===== src/rtl/prio_cap_pkg.sv =====
// Shared types and helpers for the priority-encoder capture block.
//   CODE_W   width of the encoder code / channel number
//   state_e  capture FSM states
//   chan_of  converts the encoder's inverted code to a true channel number
package prio_cap_pkg;

    localparam int CODE_W = 3;

    typedef enum logic [1:0] {
        IDLE,
        DEB,
        PUSH,
        REL
    } state_e;

    // The encoder drives its code inverted, so channel 5 appears as 3'b010.
    function automatic logic [CODE_W-1:0] chan_of(input logic [CODE_W-1:0] code);
        return ~code;
    endfunction

endpackage


===== src/rtl/prio_sync_fifo.sv =====
// Single-clock first-word-fall-through FIFO.
//   clk, rst_n   clock, asynchronous active-low reset
//   push         write wr_data; accepted when not full or when popping
//   pop          remove the head entry; ignored when empty
//   wr_data      entry to write
//   rd_data      head entry (0 while empty)
//   full, empty  occupancy flags
//   count        number of stored entries, 0..DEPTH
module prio_sync_fifo #(
    parameter int WIDTH = 3,
    parameter int DEPTH = 4
) (
    input  logic                     clk,
    input  logic                     rst_n,
    input  logic                     push,
    input  logic                     pop,
    input  logic [WIDTH-1:0]         wr_data,
    output logic [WIDTH-1:0]         rd_data,
    output logic                     full,
    output logic                     empty,
    output logic [$clog2(DEPTH):0]   count
);

    localparam int PTR_W = $clog2(DEPTH);

    logic [PTR_W-1:0] wr_ptr_q, wr_ptr_d;
    logic [PTR_W-1:0] rd_ptr_q, rd_ptr_d;
    logic [PTR_W:0]   count_q, count_d;
    logic [WIDTH-1:0] mem_q [DEPTH];
    logic             do_push;
    logic             do_pop;

    assign empty = (count_q == '0);
    assign full  = (count_q == (PTR_W+1)'(DEPTH));
    assign count = count_q;

    // A push into a full FIFO is still accepted when the head leaves in the same cycle.
    assign do_pop  = pop && !empty;
    assign do_push = push && (!full || do_pop);

    // Head is forced to zero while empty so the output has a defined reset value
    // even though the storage itself is not reset.
    assign rd_data = empty ? '0 : mem_q[rd_ptr_q];

    always_comb begin
        // NOTE: every always_comb output gets a default first so no path leaves it unassigned (no latch).
        wr_ptr_d = wr_ptr_q;
        rd_ptr_d = rd_ptr_q;
        count_d  = count_q;
        if (do_push) wr_ptr_d = wr_ptr_q + PTR_W'(1);
        if (do_pop)  rd_ptr_d = rd_ptr_q + PTR_W'(1);
        case ({do_push, do_pop})
            2'b10:   count_d = count_q + (PTR_W+1)'(1);
            2'b01:   count_d = count_q - (PTR_W+1)'(1);
            default: count_d = count_q;
        endcase
    end

    always_ff @(posedge clk or negedge rst_n) begin
        if (!rst_n) begin
            wr_ptr_q <= '0;
            rd_ptr_q <= '0;
            count_q  <= '0;
        end else begin
            // NOTE: sequential state uses non-blocking assignments so every flop samples pre-edge values.
            wr_ptr_q <= wr_ptr_d;
            rd_ptr_q <= rd_ptr_d;
            count_q  <= count_d;
        end
    end

    // NOTE: storage is deliberately not reset; empty/count gate it, and a resettable array costs a reset net per bit.
    always_ff @(posedge clk) begin
        if (do_push) mem_q[wr_ptr_q] <= wr_data;
    end

endmodule


===== src/rtl/prio_code_capture.sv =====
// Consumer of an 8-to-3 active-low priority encoder.
// Synchronises and debounces the encoder outputs, converts the inverted code to a
// channel number and queues one entry per debounced press.
//   clk, rst_n   clock, asynchronous active-low reset
//   enable       1 = capture active
//   enc_ei_n     encoder enable (registered ~enable)
//   enc_code     encoder code, inverted, asynchronous
//   enc_gs_n     encoder group-select, 0 = some input asserted
//   enc_eo       encoder enable-out, status only
//   code_valid   queue not empty
//   code_ready   host accepts code_data while code_valid=1
//   code_data    channel number at queue head (fall-through)
//   overflow     sticky: a press was dropped on a full queue
//   clr_ovf      one-cycle pulse clearing overflow
//   busy         FSM not idle
module prio_code_capture
    import prio_cap_pkg::*;
#(
    parameter int SYNC_STAGES = 2,
    parameter int DEB_CYCLES  = 4,
    parameter int FIFO_DEPTH  = 4
) (
    input  logic              clk,
    input  logic              rst_n,
    input  logic              enable,
    output logic              enc_ei_n,
    input  logic [CODE_W-1:0] enc_code,
    input  logic              enc_gs_n,
    input  logic              enc_eo,
    output logic              code_valid,
    input  logic              code_ready,
    output logic [CODE_W-1:0] code_data,
    output logic              overflow,
    input  logic              clr_ovf,
    output logic              busy
);

    localparam int SYNC_W = CODE_W + 2;
    localparam int CNT_W  = $clog2(DEB_CYCLES + 1);

    // ---------------- Synchronisers: {eo, gs_n, code} per stage ----------------
    logic [SYNC_W-1:0] sync_q [SYNC_STAGES];
    logic [SYNC_W-1:0] sync_d [SYNC_STAGES];
    logic [CODE_W-1:0] s_code;
    logic              s_gs_n;
    logic              s_eo;

    always_comb begin
        sync_d[0] = {enc_eo, enc_gs_n, enc_code};
        for (int i = 1; i < SYNC_STAGES; i++) sync_d[i] = sync_q[i-1];
    end

    // Reset to all ones: the value an idle encoder presents.
    always_ff @(posedge clk or negedge rst_n) begin
        if (!rst_n) begin
            for (int i = 0; i < SYNC_STAGES; i++) sync_q[i] <= '1;
        end else begin
            sync_q <= sync_d;
        end
    end

    assign s_code = sync_q[SYNC_STAGES-1][CODE_W-1:0];
    assign s_gs_n = sync_q[SYNC_STAGES-1][CODE_W];
    assign s_eo   = sync_q[SYNC_STAGES-1][CODE_W+1];

    // ---------------- Encoder enable ----------------
    logic enc_ei_n_q, enc_ei_n_d;
    assign enc_ei_n_d = ~enable;
    assign enc_ei_n   = enc_ei_n_q;

    // ---------------- Capture FSM ----------------
    state_e            state_q, state_d;
    logic [CODE_W-1:0] samp_q, samp_d;
    logic [CNT_W-1:0]  cnt_q, cnt_d;
    logic [CNT_W-1:0]  cnt_inc;
    logic              push_req;

    assign cnt_inc = cnt_q + CNT_W'(1);

    // s_eo=0 with s_gs_n=0 is illegal from the encoder; only s_gs_n is decoded,
    // which treats that combination as a press.
    always_comb begin
        state_d  = state_q;
        samp_d   = samp_q;
        cnt_d    = cnt_q;
        push_req = 1'b0;
        if (!enable) begin
            state_d = IDLE;
            cnt_d   = '0;
        end else begin
            case (state_q)
                IDLE: begin
                    if (!s_gs_n) begin
                        samp_d = s_code;
                        cnt_d  = CNT_W'(1);
                        // The first pressed sample already counts as one stable cycle.
                        if (DEB_CYCLES == 1) state_d = PUSH;
                        else                 state_d = DEB;
                    end
                end
                DEB: begin
                    if (s_gs_n) begin
                        state_d = IDLE;
                        cnt_d   = '0;
                    end else if (s_code != samp_q) begin
                        samp_d = s_code;
                        cnt_d  = CNT_W'(1);
                    end else begin
                        cnt_d = cnt_inc;
                        if (cnt_inc == CNT_W'(DEB_CYCLES)) state_d = PUSH;
                    end
                end
                PUSH: begin
                    push_req = 1'b1;
                    cnt_d    = '0;
                    state_d  = REL;
                end
                REL: begin
                    // Any press while held (even a higher-priority one) only restarts the release count.
                    if (!s_gs_n) begin
                        cnt_d = '0;
                    end else if (cnt_inc == CNT_W'(DEB_CYCLES)) begin
                        cnt_d   = '0;
                        state_d = IDLE;
                    end else begin
                        cnt_d = cnt_inc;
                    end
                end
                default: begin
                    state_d = IDLE;
                    cnt_d   = '0;
                end
            endcase
        end
    end

    assign busy = (state_q != IDLE);

    // ---------------- Code queue ----------------
    logic                        fifo_full;
    logic                        fifo_empty;
    logic                        fifo_pop;
    logic [$clog2(FIFO_DEPTH):0] fifo_count;

    assign fifo_pop   = code_valid && code_ready;
    assign code_valid = !fifo_empty;

    prio_sync_fifo #(
        .WIDTH (CODE_W),
        .DEPTH (FIFO_DEPTH)
    ) u_fifo (
        .clk     (clk),
        .rst_n   (rst_n),
        .push    (push_req),
        .pop     (fifo_pop),
        .wr_data (chan_of(samp_q)),
        .rd_data (code_data),
        .full    (fifo_full),
        .empty   (fifo_empty),
        .count   (fifo_count)
    );

    // ---------------- Overflow flag (set beats clear) ----------------
    logic overflow_q, overflow_d;

    always_comb begin
        overflow_d = overflow_q;
        if (push_req && fifo_full && !fifo_pop) overflow_d = 1'b1;
        else if (clr_ovf)                       overflow_d = 1'b0;
    end

    assign overflow = overflow_q;

    // Synchronised eo and the occupancy count are status-only and not decoded here.
    logic unused_status;
    assign unused_status = ^{s_eo, fifo_count};

    always_ff @(posedge clk or negedge rst_n) begin
        if (!rst_n) begin
            state_q    <= IDLE;
            samp_q     <= '0;
            cnt_q      <= '0;
            enc_ei_n_q <= 1'b1;
            overflow_q <= 1'b0;
        end else begin
            state_q    <= state_d;
            samp_q     <= samp_d;
            cnt_q      <= cnt_d;
            enc_ei_n_q <= enc_ei_n_d;
            overflow_q <= overflow_d;
        end
    end

endmodule


===== config.mk =====
export PLATFORM = sky130hd
export DESIGN_NAME = prio_code_capture
export DESIGN_NICKNAME = d
export VERILOG_FILES = /design/src/rtl/prio_cap_pkg.sv /design/src/rtl/prio_sync_fifo.sv /design/src/rtl/prio_code_capture.sv
export SDC_FILE = /design/constraint.sdc
export NUM_CORES = 1
export LEC_CHECK = 0
export CAP_MARGIN = 25
export CORE_MARGIN = 4
export CORE_UTILIZATION = 48
export DETAILED_ROUTE_END_ITERATION = 12
export PLACE_DENSITY = 0.69
export SETUP_SLACK_MARGIN = 0.3
export SYNTH_ARGS = -nofsm -noshare
export SYNTH_HDL_FRONTEND = slang
export SYNTH_SLANG_ARGS = --single-unit

===== constraint.sdc =====
create_clock -name clk -period 2.14 [get_ports clk]
set_input_delay 0.428 -clock clk [delete_from_list [all_inputs] [get_ports clk]]
set_output_delay 0.428 -clock clk [all_outputs]
set_load 0.01 [all_outputs]

Word-level counts from Yosys, hierarchy flattened --
Memory sizes are Yosys's and may differ from the RTL's. Cells that the tools add are included. W data, S select, Z words.
Word-level totals: register bits 25, RAM bits 12, bits of input ports 10, memories 1
Cells by class: add/sub/neg operators 5, equality and inequality tests 16, multiplexer cells 27, bitwise gates (word level) 2, reductions and logical operators 17
Memories:
- u_fifo.mem_q | depth 4, bits a word 3, read ports 1, clocked after memory_dff 0, wr ports 1, line prio_sync_fifo.sv:29 | logic [WIDTH-1:0] mem_q [DEPTH];
Operators with widths (number):
- $mux W3 | 10
- $mux W2 | 7
- $pmux W3 S2 | 2
- $pmux W3 S4 | 1
- $reduce_and A5 Y1 | 2
- $ne A3 B3 Y1 const B | 3
- $ne A4 B4 Y1 const B | 2
- $pmux W2 S4 | 1
- $reduce_bool A2 Y1 | 4
- $add A3 B1 Y3 const B | 2
- $eq A2 B2 Y1 const B | 3
- $eq A3 B3 Y1 const B | 2
- $mux W1 | 6
- $ne A2 B2 Y1 const B | 3
- $logic_and A1 B1 Y1 | 5
- $add A2 B1 Y2 const B | 2
- $eq A2 B1 Y1 const B | 2
- $logic_not A1 Y1 | 3
- $logic_not A3 Y1 | 1
- $ne A3 B3 Y1 | 1
- $not A3 Y3 | 1
- $sub A3 B1 Y3 const B | 1
- $logic_not A2 Y1 | 1
- $logic_or A1 B1 Y1 | 1
- $not A1 Y1 | 1

Depth between registers and ports, before layout --
depth after elaboration 8, depth in mapped cells 8, depth with buffers taken out 6

By module --
From an unflattened synthesis, not the netlist that was laid out.
Second synthesis, totals: cells, all modules 126, area, all modules 1684.1 um^2
Modules (own cells, without submodules):
- prio_sync_fifo | times used 1, cells an instance 57, area an instance 888.4 um^2, seq. area each 535.5 um^2
- prio_code_capture | times used 1, cells an instance 69, area an instance 795.8 um^2, seq. area each 461.7 um^2

Worst setup path before layout --
Ideal clock, no wire load.
path kind input to register, start point input port enable, end point register u_fifo.count_q[2], in the netlist u_fifo.count[2], data arrival time 1.857 ns, required time 2.017 ns, setup slack 0.160 ns, cell stages on the path 8, buffers on the path 2, cells stage by stage clkbuf_8 > nand3b_1 > buf_6 > nand2_1 > fa_1 > nor4b_4 > a31oi_2 > xnor2_1
Between the ends: longest elaborated chain between the ends 4
RTL lines:
- start: declaration | line prio_code_capture.sv:25 | input logic enable,
- $mux W1 * | line prio_code_capture.sv:87 | if (!enable) begin
- $logic_and A1 B1 Y1 * | line prio_sync_fifo.sv:39 | assign do_push = push && (!full || do_pop);
- $eq A2 B1 Y1 or $eq A2 B2 Y1 (tied branches) | line prio_sync_fifo.sv:52 | case ({do_push, do_pop})
- $pmux W3 S2 or $reduce_bool A2 Y1 (tied branches)
- end signal: assignment | line prio_sync_fifo.sv:68 | count_q <= count_d;
- end: declaration | line prio_sync_fifo.sv:28 | logic [PTR_W:0] count_q, count_d;
Every way passes the cells marked *; elsewhere a longest branch is shown, timed or not. A chain may end at the register's enable or synchronous reset.

Worst setup path after layout --
start point register u_fifo.rd_ptr_q[0], end point output port code_data[1]
Between the ends: longest elaborated chain between the ends 2
RTL lines:
- start: declaration | line prio_sync_fifo.sv:27 | logic [PTR_W-1:0] rd_ptr_q, rd_ptr_d;
- start signal: assignment | line prio_sync_fifo.sv:67 | rd_ptr_q <= rd_ptr_d;
- $mem_v2 Z4 W3
- $mux W3 | line prio_sync_fifo.sv:43 | assign rd_data = empty ? '0 : mem_q[rd_ptr_q];
- end: declaration | line prio_code_capture.sv:32 | output logic [CODE_W-1:0] code_data,
No other way between the ends.

==> metrics <==
Post-synth EDFFs=12; CTS Buf Count=5; total gr overflow=0; first-pass GRT wire length=~5500 um; Slew Viols, Final=0; Worst path max stage delay=490 ps; Worst setup SP type=register; Total Routing Usage GR=~16%; Int Power=about 1.5 mW; Worst path most repeated cell=buf_6; Rel. slew slack=between 60 and 70%; Place WS=-151 ps; worst endpoint required time=1710 ps; hold_buf cts=0; clock group share of total power=between 20 and 25%; GP Congestion=between 0.8 and 0.9; Gate power share=roughly a third; Worst-Margin Slew=about 590 ps; post-synthesis cell area=around 1800 sq um; Max clock buf depth=2; min-delay worst type=reg2reg; # rows=21; leading area contributor after synthesis=dfrtp_1; # IOs=17; Power Density=1000 nW/um^2; Synth cell types=43; P_sw=roughly 690 uW; largest net degree at the start of global routing=26; Synth area leaders=dfrtp_1 (23%), edfxtp_1 (20%), dfstp_2 (13%), ha_1 (4.3%), mux4_2 (3.8%); via count=1,135; Die H=68.5 um; Max Cap Violations=0; ys flop type=dfrtp_1; unrepaired setup endpoints after global routing=yes; Async SR Flop Fraction=about two thirds; layout cell share with drive strength beyond 1=between 30% and 40%; clk_lat worst skew=290 ps; design area=between 2000 and 2500 sq um; CTS tree=built; clock skew=around 4.6 ps; Tmin final=2010 ps; Sequential Power Share=between 40% and 50%; status=finished clean; Worst-path clk slew=around 80 ps; Root Buffer=clkbuf_8; kind of critical path=reg2out; Arr. time, crit path=1580 ps; initial antenna violation count=0; hpwl dp=roughly 2200 um; Synth Warn #=0; worst-path cell chain=buf_6 -> mux4_2 -> nor2b_4 -> buf_6; Syn Inst Count=135; antenna diode count=0; final hold violation count=0; H-tree level count=2; final setup margin=134 ps; leakage power total=roughly 0.94 nW; Core Region=3440 sq um; CP max stage cell=mux4_2; Via density=approximately 5.3; Synth-to-Final Area Change=24.6%; maximum clock rate=498 MHz; # nets final=roughly 180; Die X=68.5 um; Tcrit/Tclk final=93.8%; worst path buffer plus inverter count=2; total wire length=between 3000 and 4000 um; Routed Antenna Nets=0; post-DR wirelength/cell=around 15 um; Sw Ratio=31.6%; hold_ws=approximately 360 ps; Placed Instance Area=1960 sq um; Detailed Routing Iterations Pass 1=4; top-area cell type share of the netlist area=between 20% and 30%; cell family with most CP delay=multiplexers; Die ar.=about 4700 sq um; vias in the first global route=1,201; peak supply drop=between 0.5 and 0.6 mV; Setup crit end kind=output pin; Final setup viols=0; I/O Buffers=15; fin util=a little under two thirds; Worst Path Max Fanout=4; # clock sinks=37; sequential area share after synthesis=between 50% and 60%; Synth Register Bits=37; drc violations=0; initial core utilization=51.1%; Initial DRC Count=44; average size of a mapped cell=~13 sq um; Post-Syn Nets=roughly 150
==> routing by layer <==
metal  track usage, %  vias up  part of all wire (%)
met2             26.2       38                    51
met3             6.00        6                   6.1
li1                 -      536                     -
met4             9.68        0                   1.9
met5                0        -                     0
met1             18.7      555                    41
==> logic make-up (layout without fill, tap and decap cells) <==
group / Yosys count / in the layout / share of synthesized area [%]
DFF: 37 / 37 / 56.7
AOI/OAI and AO/OA: 21 / 21 / 8.76
and+or+nand+nor: 36 / 36 / 12.4
xor gates and xnor gates: 8 / 8 / 3.99
adders and majority gates: 7 / 7 / 5.41
buffers and inverters: 20 / 52 / 6.97
muxes: 6 / 6 / 5.76
==> path summary, 6_finish.rpt <==
kind,start,end,slack (ps),cells after the start
hold / removal,sync_d[3],s_gs_n,360,0
hold reg to reg,sync_d[3],s_gs_n,360,0
setup reg to reg,u_fifo.count[1],u_fifo.count[1],340,6
max in group asynchronous,rst_n,s_code[1],1350,2
setup / recovery,u_fifo.rd_ptr_q[0],code_data[1],130,4
min in group asynchronous,rst_n,u_fifo.rd_ptr_q[1],500,2
==> timing repair <==
item	in CTS	in global routing
gates cloned	0	0
endpoints found under the setup margin	19	15
pin swaps	4	2
gates resized for setup	25	11
setup buffers	9	0
==> cell type report <==
cell class | count | area [sq um]
clock buffers | 5 | 68.8
clock inverters | 3 | 22.5
repair buffers | 32 | 295
well taps | 46 | 57.6
multi-input cells | 78 | 697
fillers | 265 | 1250
inverters | 12 | 45.0
flip-flops and latches | 37 | 1000
==> power by group through the flow <==
| stage | Sequential [mW] | Combinational (mW) | Clock [mW] |
|---|---|---|---|
| 2_1_floorplan | 0.876 | 0.455 | 0 |
| 3_3_place_gp | 0.945 | 0.518 | 0 |
| 3_5_place_dp | 0.951 | 0.553 | 0 |
| 4_1_cts | 0.925 | 0.680 | 0.516 |
| 5_1_grt | 0.949 | 0.826 | 0.547 |
| 6_report | 0.938 | 0.761 | 0.495 |
==> through the flow <==
stage | setup TNS [ps] | cells | power (mW)
CTS | 0 | 213 | 2.12
global route | 0 | 213 | 2.32
finish | 0 | 213 | 2.19
global placement | -54.3 | 196 | 1.46
detailed placement | -202 | 196 | 1.50
floorplan | 0 | 135 | 1.33
==> sequential cells by signal, summed over array words and instances, names as in the netlist <==
name	count
cnt_q	3
enc_ei_n	1
overflow	1
s_code	3
s_gs_n	1
samp_q	3
state_q	2
sync_d	4
u_fifo.count	3
u_fifo.mem_q	12
u_fifo.rd_ptr_q	2
u_fifo.wr_ptr_q	2
==> cells in the mapped netlist, drive strengths merged (2+ instances only) <==
master / instances
nand3: 3
xnor2: 3
mux4: 3
o21ai: 4
o221ai: 2
o31a: 2
and2: 6
nor3: 3
nor2b: 4
clkbuf: 3
dfrtp: 16
dfstp: 9
nor2: 5
nand4: 3
inv: 12
nand2: 6
mux2: 3
a21oi: 3
edfxtp: 12
xor2: 5
ha: 6
buf: 5
a31oi: 4
==> layout by cell type, fill, tap and decap left out, types with 2 or more instances in the layout <==
master / instances
dfrtp_1: 10
o21ai_0: 4
xnor2_1: 3
buf_6: 4
clkinv_4: 2
o221ai_1: 2
clkbuf_8: 5
nor2b_4: 2
nand2_1: 5
dlygate4sd2_1: 2
dfrtp_2: 6
a21oi_1: 3
edfxtp_1: 12
inv_1: 12
and2_1: 6
clkdlybuf4s50_1: 8
dfstp_2: 9
a31oi_1: 3
nand3_1: 3
ha_1: 6
buf_4: 14
xor2_1: 5
nor2_1: 4
mux2_2: 3
mux4_2: 3
nand4_1: 3
No activity file was read; power rests on OpenSTA's default activity.
